## config.mk

```make
export PLATFORM = sky130hd
export DESIGN_NAME = mulchan_wr_arbiter
export DESIGN_NICKNAME = d
export VERILOG_FILES = /design/src/rtl/mulchan_wr_arbiter.sv
export SDC_FILE = /design/constraint.sdc
export NUM_CORES = 1
export LEC_CHECK = 0
export BUFFER_PORTS_ARGS = -buffer_cell sky130_fd_sc_hd__clkbuf_2
export CAP_MARGIN = 5
export CELL_PAD_IN_SITES_DETAIL_PLACEMENT = 0
export CELL_PAD_IN_SITES_GLOBAL_PLACEMENT = 1
export CORE_AREA = 4 4 203 205
export CTS_BUF_LIST = sky130_fd_sc_hd__clkbuf_8
export DETAILED_ROUTE_END_ITERATION = 7
export DIE_AREA = 0 0 207 209
export PLACE_DENSITY = 0.45
export SLEW_MARGIN = 20
export SYNTH_ARGS = -nofsm -noshare
export SYNTH_HDL_FRONTEND = slang
export SYNTH_SLANG_ARGS = --single-unit
```

## constraint.sdc

```tcl
create_clock -name clk -period 2.5 [get_ports clk]
set_clock_uncertainty 0.05 [all_clocks]
set_input_delay 0.5 -clock clk [delete_from_list [all_inputs] [get_ports clk]]
set_output_delay 0.5 -clock clk [all_outputs]
set_load 0.05 [all_outputs]
```

## src/rtl/mulchan_wr_arbiter.sv

```systemverilog
// Multi-channel write arbiter: shares one AXI write master between CH_NUM
// channel controllers with a round-robin grant that is held until the burst completes.
//
// Ports:
//   clk, rst_n        - clock, synchronous active-low reset
//   wr_req            - per-channel write request (bit i = channel i)
//   wr_addr, wr_len   - packed per-channel start address (30b) / burst length (8b)
//   wr_data           - packed per-channel FIFO read data (AXI_WIDTH each)
//   wr_grant          - one-hot grant, zero when idle
//   axi_wr_start      - one-cycle start pulse to the AXI write master
//   axi_wr_addr/len   - granted channel's address/length, latched at grant
//   axi_wr_data       - granted channel's wr_data, combinational mux
//   axi_wr_done       - burst complete pulse from the AXI write master
//
// Build option: define WR_ARB_FIXED_PRIO_EN for fixed priority (lowest index
// wins); the default build is round-robin.

module mulchan_wr_arbiter #(
    parameter int CH_NUM    = 4,
    parameter int CH_IDX_W  = 2,
    parameter int AXI_WIDTH = 64
) (
    input  logic                        clk,
    input  logic                        rst_n,
    input  logic [CH_NUM-1:0]           wr_req,
    input  logic [30*CH_NUM-1:0]        wr_addr,
    input  logic [8*CH_NUM-1:0]         wr_len,
    input  logic [AXI_WIDTH*CH_NUM-1:0] wr_data,
    output logic [CH_NUM-1:0]           wr_grant,
    output logic                        axi_wr_start,
    output logic [29:0]                 axi_wr_addr,
    output logic [7:0]                  axi_wr_len,
    output logic [AXI_WIDTH-1:0]        axi_wr_data,
    input  logic                        axi_wr_done
);

    typedef enum logic [1:0] {
        S_IDLE  = 2'd0,
        S_GRANT = 2'd1,
        S_BUSY  = 2'd2
    } state_e;

    localparam logic [CH_IDX_W-1:0] LAST_RST = CH_IDX_W'(CH_NUM - 1);

    state_e              state_q, state_d;
    logic [CH_IDX_W-1:0] gnt_idx_q, gnt_idx_d;
    logic [CH_IDX_W-1:0] last_idx_q, last_idx_d;
    logic [29:0]         addr_q, addr_d;
    logic [7:0]          len_q, len_d;

    logic [CH_IDX_W-1:0] win_idx;
    logic                win_vld;
    logic [29:0]         win_addr;
    logic [7:0]          win_len;

    // Winner selection
`ifdef WR_ARB_FIXED_PRIO_EN
    // Scan high to low so the lowest requesting index is the last to write.
    always_comb begin
        win_idx = '0;
        win_vld = 1'b0;
        for (int i = CH_NUM - 1; i >= 0; i--) begin
            if (wr_req[i]) begin
                win_vld = 1'b1;
                win_idx = CH_IDX_W'(i);
            end
        end
    end
`else
    // Offsets are scanned far to near so the channel closest after
    // last_idx is the last to write and therefore wins.
    logic [CH_IDX_W:0] cand;

    always_comb begin
        win_idx = '0;
        win_vld = 1'b0;
        cand    = '0;
        for (int k = CH_NUM; k >= 1; k--) begin
            cand = {1'b0, last_idx_q} + (CH_IDX_W+1)'(k);
            if (cand >= (CH_IDX_W+1)'(CH_NUM)) begin
                cand = cand - (CH_IDX_W+1)'(CH_NUM);
            end
            if (wr_req[cand[CH_IDX_W-1:0]]) begin
                win_vld = 1'b1;
                win_idx = cand[CH_IDX_W-1:0];
            end
        end
    end
`endif

    always_comb begin
        win_addr = '0;
        win_len  = '0;
        for (int i = 0; i < CH_NUM; i++) begin
            if (CH_IDX_W'(i) == win_idx) begin
                win_addr = wr_addr[i*30 +: 30];
                win_len  = wr_len[i*8 +: 8];
            end
        end
    end

    // Next state
    always_comb begin
        state_d    = state_q;
        gnt_idx_d  = gnt_idx_q;
        last_idx_d = last_idx_q;
        addr_d     = addr_q;
        len_d      = len_q;
        unique case (state_q)
            S_IDLE: begin
                if (win_vld) begin
                    state_d   = S_GRANT;
                    gnt_idx_d = win_idx;
                    addr_d    = win_addr;
                    len_d     = win_len;
`ifndef WR_ARB_FIXED_PRIO_EN
                    last_idx_d = win_idx;
`endif
                end
            end
            // Done here is ignored: the master cannot finish in one cycle.
            S_GRANT: state_d = S_BUSY;
            S_BUSY: begin
                if (axi_wr_done) begin
                    state_d = S_IDLE;
                end
            end
            default: state_d = S_IDLE;
        endcase
    end

    // Outputs
    always_comb begin
        wr_grant     = '0;
        axi_wr_start = (state_q == S_GRANT);
        axi_wr_data  = '0;
        if (state_q != S_IDLE) begin
            for (int i = 0; i < CH_NUM; i++) begin
                if (CH_IDX_W'(i) == gnt_idx_q) begin
                    wr_grant[i] = 1'b1;
                    axi_wr_data = wr_data[i*AXI_WIDTH +: AXI_WIDTH];
                end
            end
        end
    end

    assign axi_wr_addr = addr_q;
    assign axi_wr_len  = len_q;

    always_ff @(posedge clk) begin
        if (!rst_n) begin
            state_q    <= S_IDLE;
            gnt_idx_q  <= '0;
            last_idx_q <= LAST_RST;
            addr_q     <= '0;
            len_q      <= '0;
        end else begin
            state_q    <= state_d;
            gnt_idx_q  <= gnt_idx_d;
            last_idx_q <= last_idx_d;
            addr_q     <= addr_d;
            len_q      <= len_d;
        end
    end

endmodule
```

== Yosys cells after proc, flatten, opt, wreduce, memory -nomap -nowiden ==
Index checks and enable logic that the tools add are counted.
W data, S select, Z words.
Storage, ports and cells
  flip-flop bits (word level): 44
  bits of input ports: 415
  output and inout bits: 107
Operators by class
  add/sub/neg operators: 8
  order comparisons: 8
  eq/ne operators: 10
  muxes and demuxes: 41
  reductions and logical operators: 6
Operators by type and width (number)
  $mux W64: 5
  $mux W30: 4
  $mux W8: 4
  $mux W2: 10
  $ge A3 B3 Y1 const B: 4
  $lt A2 B3 Y1 const B: 4
  $mux W1: 12
  $bmux W1 S2: 4
  $eq A2 B2 Y1 const A: 4
  $sub A2 B1 Y2 const B: 4
  $add A2 B2 Y3 const B: 2
  $logic_not A2 Y1: 3
  $pmux W2 S3: 1
  $eq A1 B2 Y1 const A: 2
  $mux W4: 1
  $ne A2 B2 Y1 const B: 2
  $reduce_and A2 Y1: 2
  $add A2 B1 Y3 const B: 1
  $add A2 B3 Y3 const B: 1
  $eq A2 B1 Y1 const B: 1
  $eq A2 B2 Y1 const B: 1
  $reduce_bool A2 Y1: 1

== Longest topological paths before layout ==
Gate-level depths: netlist of the first run.
  word-level depth: 14
  gate-level depth with buffers: 7
  gate-level depth less buffers: 5

== Least setup slack after synthesis of the first run ==
OpenSTA, ideal clock, no wires.
  path type: register to output
  start: reg gnt_idx_q[1]
  end: out wr_grant[2]
  data arrival time: 2.175 ns
  slack: -0.225 ns
  cell stages (with the launch flop): 5
  path buffers: 3
  path through: dfxtp_1 -> clkbuf_1 -> buf_2 -> buf_1 -> nor3b_1
On the way
  cells in the longest elaborated chain, start to end: 3
RTL lines
  start, declared: RTL line 46  | logic [CH_IDX_W-1:0] gnt_idx_q, gnt_idx_d;
  start signal, assigned: RTL line 159  | gnt_idx_q <= gnt_idx_d;
  $eq A2 B2 Y1: RTL line 139  | if (CH_IDX_W'(i) == gnt_idx_q) begin
  $mux W1: RTL line 139
  $mux W4: RTL line 137  | if (state_q != S_IDLE) begin
  end, declared: RTL line 29  | output logic [CH_NUM-1:0] wr_grant,
Every way passes these cells.

== Worst setup path in the final report of the first run ==
  start: reg gnt_idx_q[0]
  end: out axi_wr_data[45]
On the way
  cells in the longest elaborated chain, start to end: 6
  elaborated cells on any way between the ends: 9
  those cells by class: eq/ne (3); mux (5); reduce/logical (1)
RTL lines
  $logic_not A2 Y1: RTL line 139
  $mux W64 (3 in a row): RTL line 139
  $mux W64 *: RTL line 139
  $mux W64 *: RTL line 137
  end, declared: RTL line 33  | output logic [AXI_WIDTH-1:0] axi_wr_data,
Every way passes the cells marked *; elsewhere a longest branch is shown, timed or not.

==> results.md, run 1 <==
- Once detail routing completed, the nets flagged for antenna violations numbered 0.
- After floorplanning, the core was sized to cover 39500 um^2.
- In this run the clock root is driven by a clkbuf_8.
- STA classifies the critical path startpoint as a flip-flop.
- Yosys printed 0 warnings.
- Setup repair after global routing could not meet its margin everywhere.
- The signal arrival time at the worst endpoint is 1.93 ns.
- The kind of path behind the tightest hold check is primary input to flip-flop.
- The filler cell count is 4426.
- The fraction of met2 tracks used by global routing is 25.0%.
- The mean cell area of the mapped netlist is 10.9 um^2.
- The synthesized netlist devotes 9.38% of its cell area to compound gates.
- The clock latency at the later pin of the worst-skew pair is 0.33 ns.
- The number of nets in the synthesized netlist is 820.
- The post-route minimum period is 2.48 ns.
- The detailed-route DRC error count is 0.
- The end-of-flow core utilization is 22.1%.
- The HPWL reported at the end of detailed placement is 25500 um.
- Relative to the synthesized area, the layout overhead comes to 97.3%.
- Clock tree synthesis inserted a total of 5 buffers.
- The post-detailed-route via-to-cell ratio is 3.96.
- The cell-internal power is 0.00254 W.
- The share of cells above drive strength 1 is 71.3%.
- In this run the power density over the cells is 557 nW/um^2.
- Entering global routing, the biggest net connects 39 pins.
- The H-tree depth is 2.
- The synthesized netlist devotes 0% of its cell area to adder and majority cells.
- The number of hold violations in the final report is 0.
- The horizontal extent of the die is 207 um.
- Net switching is 47.6% of the power.
- The number of antenna violations at the first check in global routing is 4.
- The synthesized netlist devotes 0% of its cell area to XOR and XNOR gates.
- In the final routed layout, each cell accounts on average for 20.8 um.
- Counting along the longest clock path gives a buffer depth of 2.
- The count of TritonRoute iterations in the first routing pass is 4.
- The count of buffers added on input and output ports is 521.
- In this run the most used layer during global routing was met2.
- The area share of and/or/nand/nor cells after synthesis is 15.3%.
- The global-route wire length before repair is 43900 um.
- Of the synthesized area, sequential elements account for 19.9%.
- At the pin with the least slew margin, the transition time is 0.388 ns.
- The final non-filler cell area is 8710 um^2.
- The run finished with clean final reports.
- Across the whole layout, storage elements account for 888 um^2.
- The TritonCTS clock tree is built.
- The sequential share of power is 19.0%.
- The synthesized design contains 44 register bits.
- Global routing used 15.0% of the available met1 tracks.
- The I/O pin count is 522.
- The worst setup path is captured at a primary output.
- For this design the static power due to leakage is 4.14 nW.
- After clock tree synthesis, the clock-pin slew on the worst setup and hold paths is 0.09 ns.
- The final worst slack is 0.0165 ns.
- After global routing the overflow that remains totals 0.
- The clock share of power is 10.6%.
- The netlist uses 30 different library cells.
- Multiplexer cells account for 50.1% of the synthesized area.
- Of all nets on the critical path, the largest fanout is 7.
- The placed instances occupy a cell area of 7750 um^2.
- The via count of the first global-routing pass was 6322.
- Hold timing on the final database bottoms out at a slack of 0.388 ns.
- Headroom to the max-slew limit came out at 74.0%.
- The combinational family with the most area after synthesis is multiplexers.
- For this design, the sink count on the clock tree is 44.
- The area enclosed by the die boundary is 43300 um^2.
- The critical path class is flip-flop to primary output.
- Across the VDD grid, the largest voltage drop is 0.317 mV.
- The final standard cell count with taps included and fillers excluded is 1449.
- The combined area of the multi-input logic cells is 3390 um^2.
- Setup violations remaining at the end of the flow were counted as 0.
- The maximum clock frequency is 403 MHz.
- Max-cap violations in this run came to 0.
- The net switching power is 0.00231 W.
- The detailed router placed 5738 vias in this run.
- The count of nets after finishing is 1334.
- The vertical die dimension is 209 um.
- Summed over all layers, the routed wires come to 30100 um.
- The placer's final routability congestion estimate is 0.877.
- The global-route usage over all layers is 13.4%.
- The portion of total power attributed to combinational logic is 70.4%.
- The worst setup slack after placement is 0.271 ns.
- STA puts the critical path data required time at 1.95 ns.
- The portion of the clock cycle consumed by the worst path in the final layout is 99.3%.
- Once the floorplan was initialized, standard cells occupied 11.2% of the core.
- The number of core rows is 73.
- The max-slew violation total from the final report was 0.
- The total placed cells including tap cells is 1426.
- The cell count after synthesis is 405.
- The synthesized netlist occupies a cell area of 4420 um^2.
- The violation count after the first detailed-route iteration is 286.
- Global routing consumed, on the met3 layer, 4.11% of the routing resources.
[worst max-delay path, stage by stage, from the launching register on]
cell	delay, ns
dfxtp_4	0.39
buf_12	0.13
buf_12	0.12
buf_16	0.14
mux4_2	0.49
and2_4	0.18
clkbuf_16	0.16
[worst paths after layout]
| check | startpoint | endpoint | slack (ns) | depth (start not counted) |
|---|---|---|---|---|
| min reg2reg | axi_wr_addr[19]$_SDFFE_PN0P_ | axi_wr_addr[19]$_SDFFE_PN0P_ | 0.42 | 2 |
| min | rst_n | last_idx_q[1]$_SDFFE_PN1P_ | 0.39 | 2 |
| max | gnt_idx_q[0]$_SDFFE_PN0P_ | axi_wr_data[45] | 0.02 | 6 |
| max reg2reg | last_idx_q[1]$_SDFFE_PN1P_ | axi_wr_addr[0]$_SDFFE_PN0P_ | 0.55 | 6 |
[area by class of cell]
cell class,count,area share [%]
antenna,4,0.115
clock buffer,5,0.790
clock inverter,3,0.244
inverter,2,0.0862
multi-input combinational,316,38.9
sequential,44,10.2
tap,525,7.54
timing repair buffer,550,42.1
[Yosys cell counts, drive strengths merged]
cell | instances | share of area, %
mux2i | 77 | 17
and2 | 66 | 9.4
mux4 | 64 | 33
dfxtp | 44 | 20
nand2 | 42 | 3.6
o221ai | 38 | 7.5
buf | 26 | 3.7
clkbuf | 17 | 1.4
o21ai | 6 | 0.68
nor2 | 5 | 0.48
nor2b | 3 | 0.43
nor3b | 3 | 0.51
a211oi | 2 | 0.45
inv | 2 | 0.17
a21boi | 1 | 0.17
a21oi | 1 | 0.11
and3 | 1 | 0.14
nand2b | 1 | 0.14
nand3 | 1 | 0.11
nor3 | 1 | 0.11
nor4 | 1 | 0.28
o21a | 1 | 0.17
o221a | 1 | 0.26
or2 | 1 | 0.14
[cell families (layout without fill, tap and decap cells)]
kind of cell / count (synthesis) / after routing
buf+inv: 45 / 560
simple gates: 125 / 125
mux: 141 / 141
flops: 44 / 44
compound gates: 50 / 50
other cells: 0 / 4
[layer usage]
layer / vias to the layer above / routed length [um]
met1: 2752 / 11300
met3: 19 / 2520
li1: 2623 / -
met4: 0 / 453
met2: 344 / 15900
met5: - / 0
[power groups by stage]
| stage | Clock, W | Combinational [W] | Sequential [W] |
|---|---|---|---|
| 2_1_floorplan | 0 | 0.00165 | 0.00128 |
| 3_3_place_gp | 0 | 0.00299 | 0.000936 |
| 3_5_place_dp | 0 | 0.00298 | 0.000935 |
| 4_1_cts | 0.000564 | 0.00346 | 0.000924 |
| 5_1_grt | 0.000585 | 0.00362 | 0.000940 |
| 6_report | 0.000513 | 0.00342 | 0.000920 |
[placed cells by master, fill, tap and decap left out, drive strengths merged]
master / n
o21a: 1
or2: 1
clkinvlp: 1
nor3b: 3
mux4: 64
o21ai: 6
and2: 66
nor3: 1
a21oi: 1
o221a: 1
diode: 4
nand3: 1
nor2: 5
and3: 1
dfxtp: 44
inv: 3
a21boi: 1
buf: 47
nand2: 42
nand2b: 1
nor4: 1
nor2b: 3
a211oi: 2
o221ai: 38
clkinv: 1
mux2i: 77
clkbuf: 508
[metrics by stage]
stage	power [W]	TNS (ns)
final	0.00485	0
after global routing	0.00514	-0.869
after CTS	0.00495	-0.746
after detailed placement	0.00391	0
after global placement	0.00392	0
after floorplan	0.00293	0
[sequential cells by signal (all words and copies together) (netlist names)]
name,cells
axi_wr_addr,30
axi_wr_len,8
gnt_idx_q,2
last_idx_q,2
state_q,2
[timing repair]
| item | 4_1_cts | 5_1_grt |
|---|---|---|
| gates cloned | 6 | 0 |
| endpoints found under the setup margin | 60 | 45 |
| buffers inserted | 6 | 0 |
| resized for setup | 147 | 20 |
| endpoints found under the hold margin | 0 | 0 |
| hold buffers | 0 | 0 |
Note: power is estimated with default switching activity, not from simulation.
==> run 2: changes to the inputs <==
Settings changed: ABC_AREA from default to 1, CORE_AREA 4 4 203 205 to 4 4 201 203, DIE_AREA 0 0 207 209 to 0 0 205 207, PLACE_DENSITY 0.45 to 0.53.
==> results.md, run 2 <==
- The remaining antenna violation count after routing was 0 (unchanged).
- The number of core rows is 72 (-1.4%).
- The placer's final routability congestion estimate is 0.838 (-4.4%).
- The final routed wirelength across all metal layers is 37400 um (+24%).
- The via count of the first global-routing pass is 8366 (+32%).
- The cell type with the highest aggregate area in the netlist is dfxtp_1.
- The global-route usage over all layers is 16.4% (+3.0 points).
- The number of CTS-inserted buffers is 5 (unchanged).
- The maximum vdd drop is 0.829 mV (+160%).
- The worst setup path is launched from a flip-flop.
- The top fanout value on the critical path is 16 (+9).
- The total congestion overflow after global routing is 0 (unchanged).
- Tracing the worst setup path back leads to its startpoint at gnt_idx_q[0]$_SDFFE_PN0P_.
- The share of synthesized flip-flops with an asynchronous set or reset came to 0% (unchanged).
- The pin count of the biggest net entering global routing was 54 (+38%).
- The tightest slew margin relative to the limit is 65.4% (-8.5 points).
- The worst register-to-register path begins at last_idx_q[0]$_SDFFE_PN1P_.
- Leaving out fill and tap cells, the most frequent cell in the layout is clkbuf_2.
- The delay of the slowest critical-path stage is 0.41 ns (-0.08 ns).
- The max-slew violation total from the final report was 0 (unchanged).
- The tightest hold margin came to 0.418 ns (+0.0296 ns).
- In this run the clock root is driven by a clkbuf_8.
- Ranked by instance count, the synthesized netlist is headed by nand2_1 (181), o21ai_0 (112), nor2_1 (83).
- The final total negative setup slack is 0 ns (unchanged).
- The post-route minimum period is 2.43 ns (-0.0580 ns).
- The routed length per placed instance is 19.3 um (-7.0%).
- The synthesized netlist net count is 1333 (+63%).
- The total of hold buffers inserted after clock tree synthesis is 0 (unchanged).
- The portion of the clock cycle consumed by the worst path in the final layout is 97.0% (-2.3 points).
- The family with the most delay on the worst path is buffers and inverters.
- The horizontal extent of the die is 205 um (-0.97%).
- The endpoint class of the critical path is a primary output.
- The origin of the worst min-delay path is axi_wr_addr[26]$_SDFFE_PN0P_.
- The number of max-capacitance violations reported was 0 (unchanged).
- The vertical die dimension is 207 um (-0.96%).
- The flow ran to the end, and the final reports show no timing, DRC or antenna violations.
- The portion of synthesized cell area occupied by the leading cell type came to 16.9% (-16 points).
- The I/O pin count is 522 (unchanged).
- The capture point of the critical path is axi_wr_data[0].
- The count of nets after finishing came to 1820 (+36%).
- The H-tree depth is 2 (unchanged).
- The top cell types in the final layout, fill and taps aside, are clkbuf_2 (464), nand2_1 (175), o21ai_0 (106).
- The area enclosed by the die boundary came to 42400 um^2 (-1.9%).
- The violation count after the first detailed-route iteration is 387 (+35%).
- The post-detailed-route via-to-cell ratio is 4.34 (+9.7%).
- In the post-synthesis netlist, the biggest area contributors are dfxtp_1 (17%), nand2_1 (13%), o21ai_0 (11%).
- The number of clock sinks seen by CTS is 44 (unchanged).
- The slew at the pin with the worst max-slew slack is 0.514 ns (+0.126 ns).
- The clock transition at the register clock pins on the worst setup and hold paths after CTS is 0.09 ns (about the same).
- The number of antenna violations at the first check in global routing is 13 (+9).
- The cell area after synthesis is 5220 um^2 (+18%).
- The signal on the critical path passes through buf_12 > buf_4 > o21ai_0 > o21ai_0 > o211ai_1 > inv_1 > buf_12.
- The register-to-register path setup slack is 0.39 ns (-0.16 ns).
- The count of flip-flops with a built-in enable after synthesis came to 0 (unchanged).
- The mean cell area of the mapped netlist was 5.68 um^2 (-48%).
- The instance count on the critical path is 7 (+1).
- The post-route total power is 0.0154 W (+220%).
- The endpoint identified for the worst register-to-register timing path is axi_wr_addr[6]$_SDFFE_PN0P_.
- The worst-case reg-to-reg path depth came to 15 (+9).
- The share of cells above drive strength 1 is 45.0% (-26 points).
- The number of different library cells in the post-synthesis netlist is 31 (+3.3%).
- The cell at the slowest stage of the critical path is dfxtp_4.
- The maximum clock frequency is 412 MHz (+2.4%).
- The maximum number of buffers from clock root to sink is 2 (unchanged).
- The end-of-flow core utilization is 25.4% (+3.4 points).
- The total via count after detailed routing was 8394 (+46%).
- The static leakage came to 4.99 nW (+20%).
- The synthesis warning total is 0 (unchanged).
- The global-route wire length before repair came to 53800 um (+23%).
- The signal arrival time at the worst endpoint came to 1.88 ns (-0.05 ns).
- TritonCTS built the clock tree.
- The sum of buffers and inverters on the critical path is 4 (unchanged).
- The starting density of the core came to 13.6% (+2.4 points).
- Setup repair after global routing left no endpoint under its margin.
- The clock latency at the later pin of the worst-skew pair came to 0.32 ns (about the same).
- The standard cell core area is 38500 um^2 (-2.5%).
- The path class of the tightest hold or removal check is flip-flop to flip-flop.
- Compared with the post-synthesis result, the final layout area differs by 87.7%.
- The worst setup path is of the flip-flop to primary output kind.
- For this run, the leading register cell type out of synthesis is dfxtp_1.
- The detailed-route DRC error count is 0 (unchanged).
- The number of flip-flops in the largest register is 30 (unchanged).
- The count of TritonRoute iterations in the first routing pass is 4 (unchanged).
- The cell count after synthesis is 918 (+130%).
- The number of hold violations in the final report is 0 (unchanged).
- The areal power density over the cells is 1580 nW/um^2 (+180%).
- The HPWL reported at the end of detailed placement is 30500 um (+19%).
- The setup violation total in the final timing report was 0 (unchanged).
- The flip-flop and latch count after synthesis is 44 (unchanged).
- The data required time of the worst path is 1.95 ns (about the same).
- nand2_1 is the most common cell in the netlist.
- The sequential element share of the synthesized area is 16.9% (-3.1 points).
- The number of port buffers came to 521 (unchanged).
run 2: changes by cell type after synthesis, sizes merged, moves of 39 or more:
cell	previous run	this run
nor2	5	84
o21ai	6	115
nand2	42	185
mux2i	77	0
and2	66	1
inv	2	67
mux4	64	0
clkbuf	17	56
nand3	1	77
run 2: area by class of cell:
cell class,instances,area (um^2)
Antenna cell,9,22.5
Clock buffer,5,68.8
Clock inverter,3,42.5
Fill cell,4447,28700
Inverter,91,347
Multi-Input combinational cell,698,3890
Sequential cell,44,887
Tap cell,518,648
Timing Repair Buffer,565,3880
run 2: per-layer routing:
metal  part of all wire (%)  up-vias  track usage [%]  routed length, um
met5                  0.078        -                0                 29
li1                       -     4134                -                  -
met1                     40     3846             19.2              14800
met4                    1.6        6             4.64                598
met2                     50      375             28.8              18600
met3                    9.0       33             4.91               3380
run 2: cell families (layout without fill, tap and decap cells):
group	after synthesis	count (layout)	share of synthesized area, %
AO/OA/AOI/OAI	275	275	31.9
buffers and inverters	176	664	14.3
flip-flops	44	44	16.9
other	0	9	0
AND/OR/NAND/NOR	423	423	36.8
run 2: repair_timing:
action                     in CTS  in global routing
pin swaps                       3                  3
setup endpoints to repair      64                 53
cloned                          2                  1
setup buffers                   2                  2
gates resized for setup        16                 45
run 2: worst min-delay path by stage:
stage | end | slack [ns] | cells after the start
2_1_floorplan | state_q[1]$_SDFFE_PN0P_ | 0.45 | 2
3_3_place_gp | axi_wr_addr[11]$_SDFFE_PN0P_ | 0.40 | 2
3_5_place_dp | axi_wr_addr[26]$_SDFFE_PN0P_ | 0.41 | 2
4_1_cts | axi_wr_addr[29]$_SDFFE_PN0P_ | 0.39 | 5
5_1_grt | axi_wr_addr[5]$_SDFFE_PN0P_ | 0.43 | 5
6_report | axi_wr_addr[26]$_SDFFE_PN0P_ | 0.42 | 2
run 2: where the power goes:
part	switching (W)	internal (W)	leakage [nW]	total (W)
logic	0.00859	0.00509	4.57	0.0137
clock network	0.000309	0.000297	0.0542	0.000605
registers	0.000186	0.000954	0.364	0.00114
run 2: worst register-to-register path, delay by kind of cell (launching register included):
family | cells | cell delay (ns)
AOI/OAI and AO/OA | 1 | 0.06
buffers and inverters | 5 | 0.62
DFF | 1 | 0.45
and+or+nand+nor | 9 | 0.78
run 2: stage by stage:
step | setup slack, ns | instances | area, um^2
6_report | 0.0745 | 1933 | 9790
5_1_grt | 0.00156 | 1933 | 9790
4_1_cts | -0.00819 | 1921 | 9580
3_5_place_dp | 0.154 | 1909 | 9330
3_3_place_gp | 0.204 | 1909 | 9330
2_1_floorplan | 0.0541 | 918 | 5370
==> run 3: changes to the inputs <==
Settings changed: REMOVE_ABC_BUFFERS from default to 1.
==> results.md, run 3 (synthesized netlist as in run 2, its figures left out) <==
- The horizontal extent of the die was 205 um (unchanged).
- The static leakage is 4.85 nW (-2.7%).
- The library cells used most frequently in the layout, excluding fill and tap cells, are clkbuf_2 (463), nand2_1 (180), o21ai_0 (110).
- The number of CTS-inserted buffers is 5 (unchanged).
- The post-detailed-route via-to-cell ratio came to 4.30 (-0.98%).
- The final routed wirelength across all metal layers came to 36800 um (-1.7%).
- The I/O pin count is 522 (unchanged).
- The number of max-capacitance violations reported came to 0 (unchanged).
- The filler cell count is 4459 (+0.27%).
- The worst setup slack after placement is 0.121 ns (-0.0332 ns).
- The worst-case reg-to-reg path depth was 12 (-3).
- The register-to-register path setup slack is 0.27 ns (-0.12 ns).
- The number of antenna violations at the first check in global routing is 13 (unchanged).
- The total via count after detailed routing was 8269 (-1.5%).
- The area of placed instances is 9150 um^2 (-2.0%).
- The clock latency at the later pin of the worst-skew pair is 0.30 ns (-0.02 ns).
- The critical path startpoint category is a flip-flop.
- The tightest hold margin is 0.418 ns (+0.000321 ns).
- The post-route total power is 0.0150 W (-2.9%).
- The signal arrival time at the worst endpoint is 1.87 ns (about the same).
- The terminus of the critical flop-to-flop path is axi_wr_len[2]$_SDFFE_PN0P_.
- The maximum vdd drop was 0.724 mV (-13%).
- The endpoint class of the critical path is a primary output.
- The final non-filler cell area is 9420 um^2 (-3.8%).
- The global-route wire length before repair is 53500 um (-0.39%).
- TritonCTS built the clock tree.
- The remaining antenna violation count after routing is 0 (unchanged).
- The slew at the pin with the worst max-slew slack is 0.868 ns (+0.354 ns).
- The global-route usage over all layers is 16.3% (-0.14 points).
- The setup violation total in the final timing report was 0 (unchanged).
- The count of TritonRoute iterations in the first routing pass is 5 (+1).
- The area enclosed by the die boundary was 42400 um^2 (unchanged).
- The data required time of the worst path is 1.95 ns (about the same).
- The run finished with clean final reports.
- The combined area of the multi-input logic cells came to 3680 um^2 (-5.3%).
- The routed length per placed instance came to 19.1 um (-1.1%).
- The area growth from synthesis to layout is 80.6%.
- The number of post-CTS setup repair buffers is 0 (-2).
- The number of core rows is 72 (unchanged).
- The total congestion overflow after global routing is 0 (unchanged).
- Setup repair after global routing could not meet its margin everywhere.
- The detailed-route DRC error count is 0 (unchanged).
- Leaving out fill and tap cells, the most frequent cell in the layout is clkbuf_2.
- The HPWL reported at the end of detailed placement is 29700 um (-2.5%).
- The root buffer cell chosen for the clock tree is clkbuf_8.
- The maximum clock frequency is 414 MHz (+0.30%).
- The number of flip-flops in the largest register was 30 (unchanged).
- The count of nets after finishing is 1812 (-0.44%).
- The startpoint of the lowest-slack register-to-register path is last_idx_q[0]$_SDFFE_PN1P_.
- The destination of the worst hold path is axi_wr_addr[13]$_SDFFE_PN0P_.
- The clock transition at the register clock pins on the worst setup and hold paths after CTS came to 0.09 ns (about the same).
- The number of hold violations in the final report is 0 (unchanged).
- The max-slew violation total from the final report is 0 (unchanged).
- The pin count of the biggest net entering global routing is 53 (-1.9%).
- The starting density of the core is 13.6% (unchanged).
- The kind of path behind the tightest hold check is flip-flop to flip-flop.
- The final worst slack is 0.0818 ns (+0.00730 ns).
- The placer's final routability congestion estimate came to 0.834 (-0.42%).
- The violation count after the first detailed-route iteration is 378 (-2.3%).
- The startpoint identified for the worst hold timing path is axi_wr_addr[13]$_SDFFE_PN0P_.
- The share of cells above drive strength 1 was 42.9% (-2.1 points).
- The top fanout value on the critical path is 30 (+14).
- The post-route minimum period was 2.42 ns (-0.00730 ns).
- The H-tree depth came to 2 (unchanged).
- The areal power density over the cells came to 1590 nW/um^2 (+0.86%).
- The number of cells traversed by the worst hold path was 2 (unchanged).
- The portion of the clock cycle consumed by the worst path in the final layout is 96.7% (-0.29 points).
- The setup path with the least slack is of type flip-flop to primary output.
- The number of clock sinks seen by CTS is 44 (unchanged).
- The vertical die dimension is 207 um (unchanged).
- The number of port buffers came to 521 (unchanged).
- The tightest slew margin relative to the limit is 42.0% (-23 points).
- The register cell area after layout is 887 um^2 (unchanged).
- The standard cell core area is 38500 um^2 (unchanged).
- The via count of the first global-routing pass is 8323 (-0.51%).
- The maximum number of buffers from clock root to sink was 2 (unchanged).
[run 3: cell types whose count changed in the layout (fill, tap and decap cells not counted), moves of 5 or more]
cell,change
nand2_1,+5
nand2_2,-5
o21ai_1,-5
o31ai_1,+17
o31ai_2,-6
o31ai_4,-11
[run 3: worst max path at each step]
stage / slack (ns) / endpoint / start
after detailed placement: 0.12 / axi_wr_data[31] / gnt_idx_q[1]$_SDFFE_PN0P_
after global placement: 0.10 / axi_wr_data[31] / gnt_idx_q[1]$_SDFFE_PN0P_
after global routing: -0.04 / axi_wr_data[47] / state_q[0]$_SDFFE_PN0P_
after floorplan: -2.32 / axi_wr_data[33] / gnt_idx_q[0]$_SDFFE_PN0P_
after CTS: 0.002 / axi_wr_data[30] / gnt_idx_q[0]$_SDFFE_PN0P_
final: 0.08 / axi_wr_data[52] / state_q[0]$_SDFFE_PN0P_
[run 3: layout make-up]
class | count | area share [%]
Timing Repair Buffer | 557 | 39.8
Multi-Input combinational cell | 698 | 39.1
Sequential cell | 44 | 9.42
Tap cell | 518 | 6.88
Inverter | 91 | 3.69
Clock buffer | 5 | 0.731
Clock inverter | 3 | 0.199
Antenna cell | 7 | 0.186
[run 3: report_power, final]
part	internal, W	total (W)	switching [W]
clock network	0.000196	0.000496	0.000300
registers	0.000953	0.00112	0.000169
logic	0.00479	0.0134	0.00857
total	0.00594	0.0150	0.00904
[run 3: layer usage]
metal | track usage [%] | vias to the layer above | part of all wire, %
li1 | - | 4110 | -
met1 | 19.5 | 3727 | 40
met2 | 28.1 | 384 | 48
met3 | 5.07 | 40 | 9.4
met4 | 4.37 | 8 | 1.8
met5 | 0 | - | 0.16
[run 3: what timing repair did]
item | 4_1_cts | 5_1_grt
pin swaps | 1 | 0
cloned | 1 | 0
hold buffers | 0 | 0
setup endpoints to repair | 45 | 60
resized for setup | 13 | 35
[run 3: metrics by stage]
step,util (%),instances,setup TNS (ns)
after floorplan,-,833,-148.92
after global placement,23.8,1907,0
after detailed placement,23.8,1907,0
after CTS,24.2,1916,0
after global routing,24.5,1923,-0.250
final,24.5,1923,0
[run 3: worst max-delay path: stages, from the launching register on]
cell     delay, ns
dfxtp_1       0.36
nor2_1        0.08
inv_2         0.11
nand2_1       0.06
buf_4         0.26
o31ai_1       0.46
buf_12        0.19
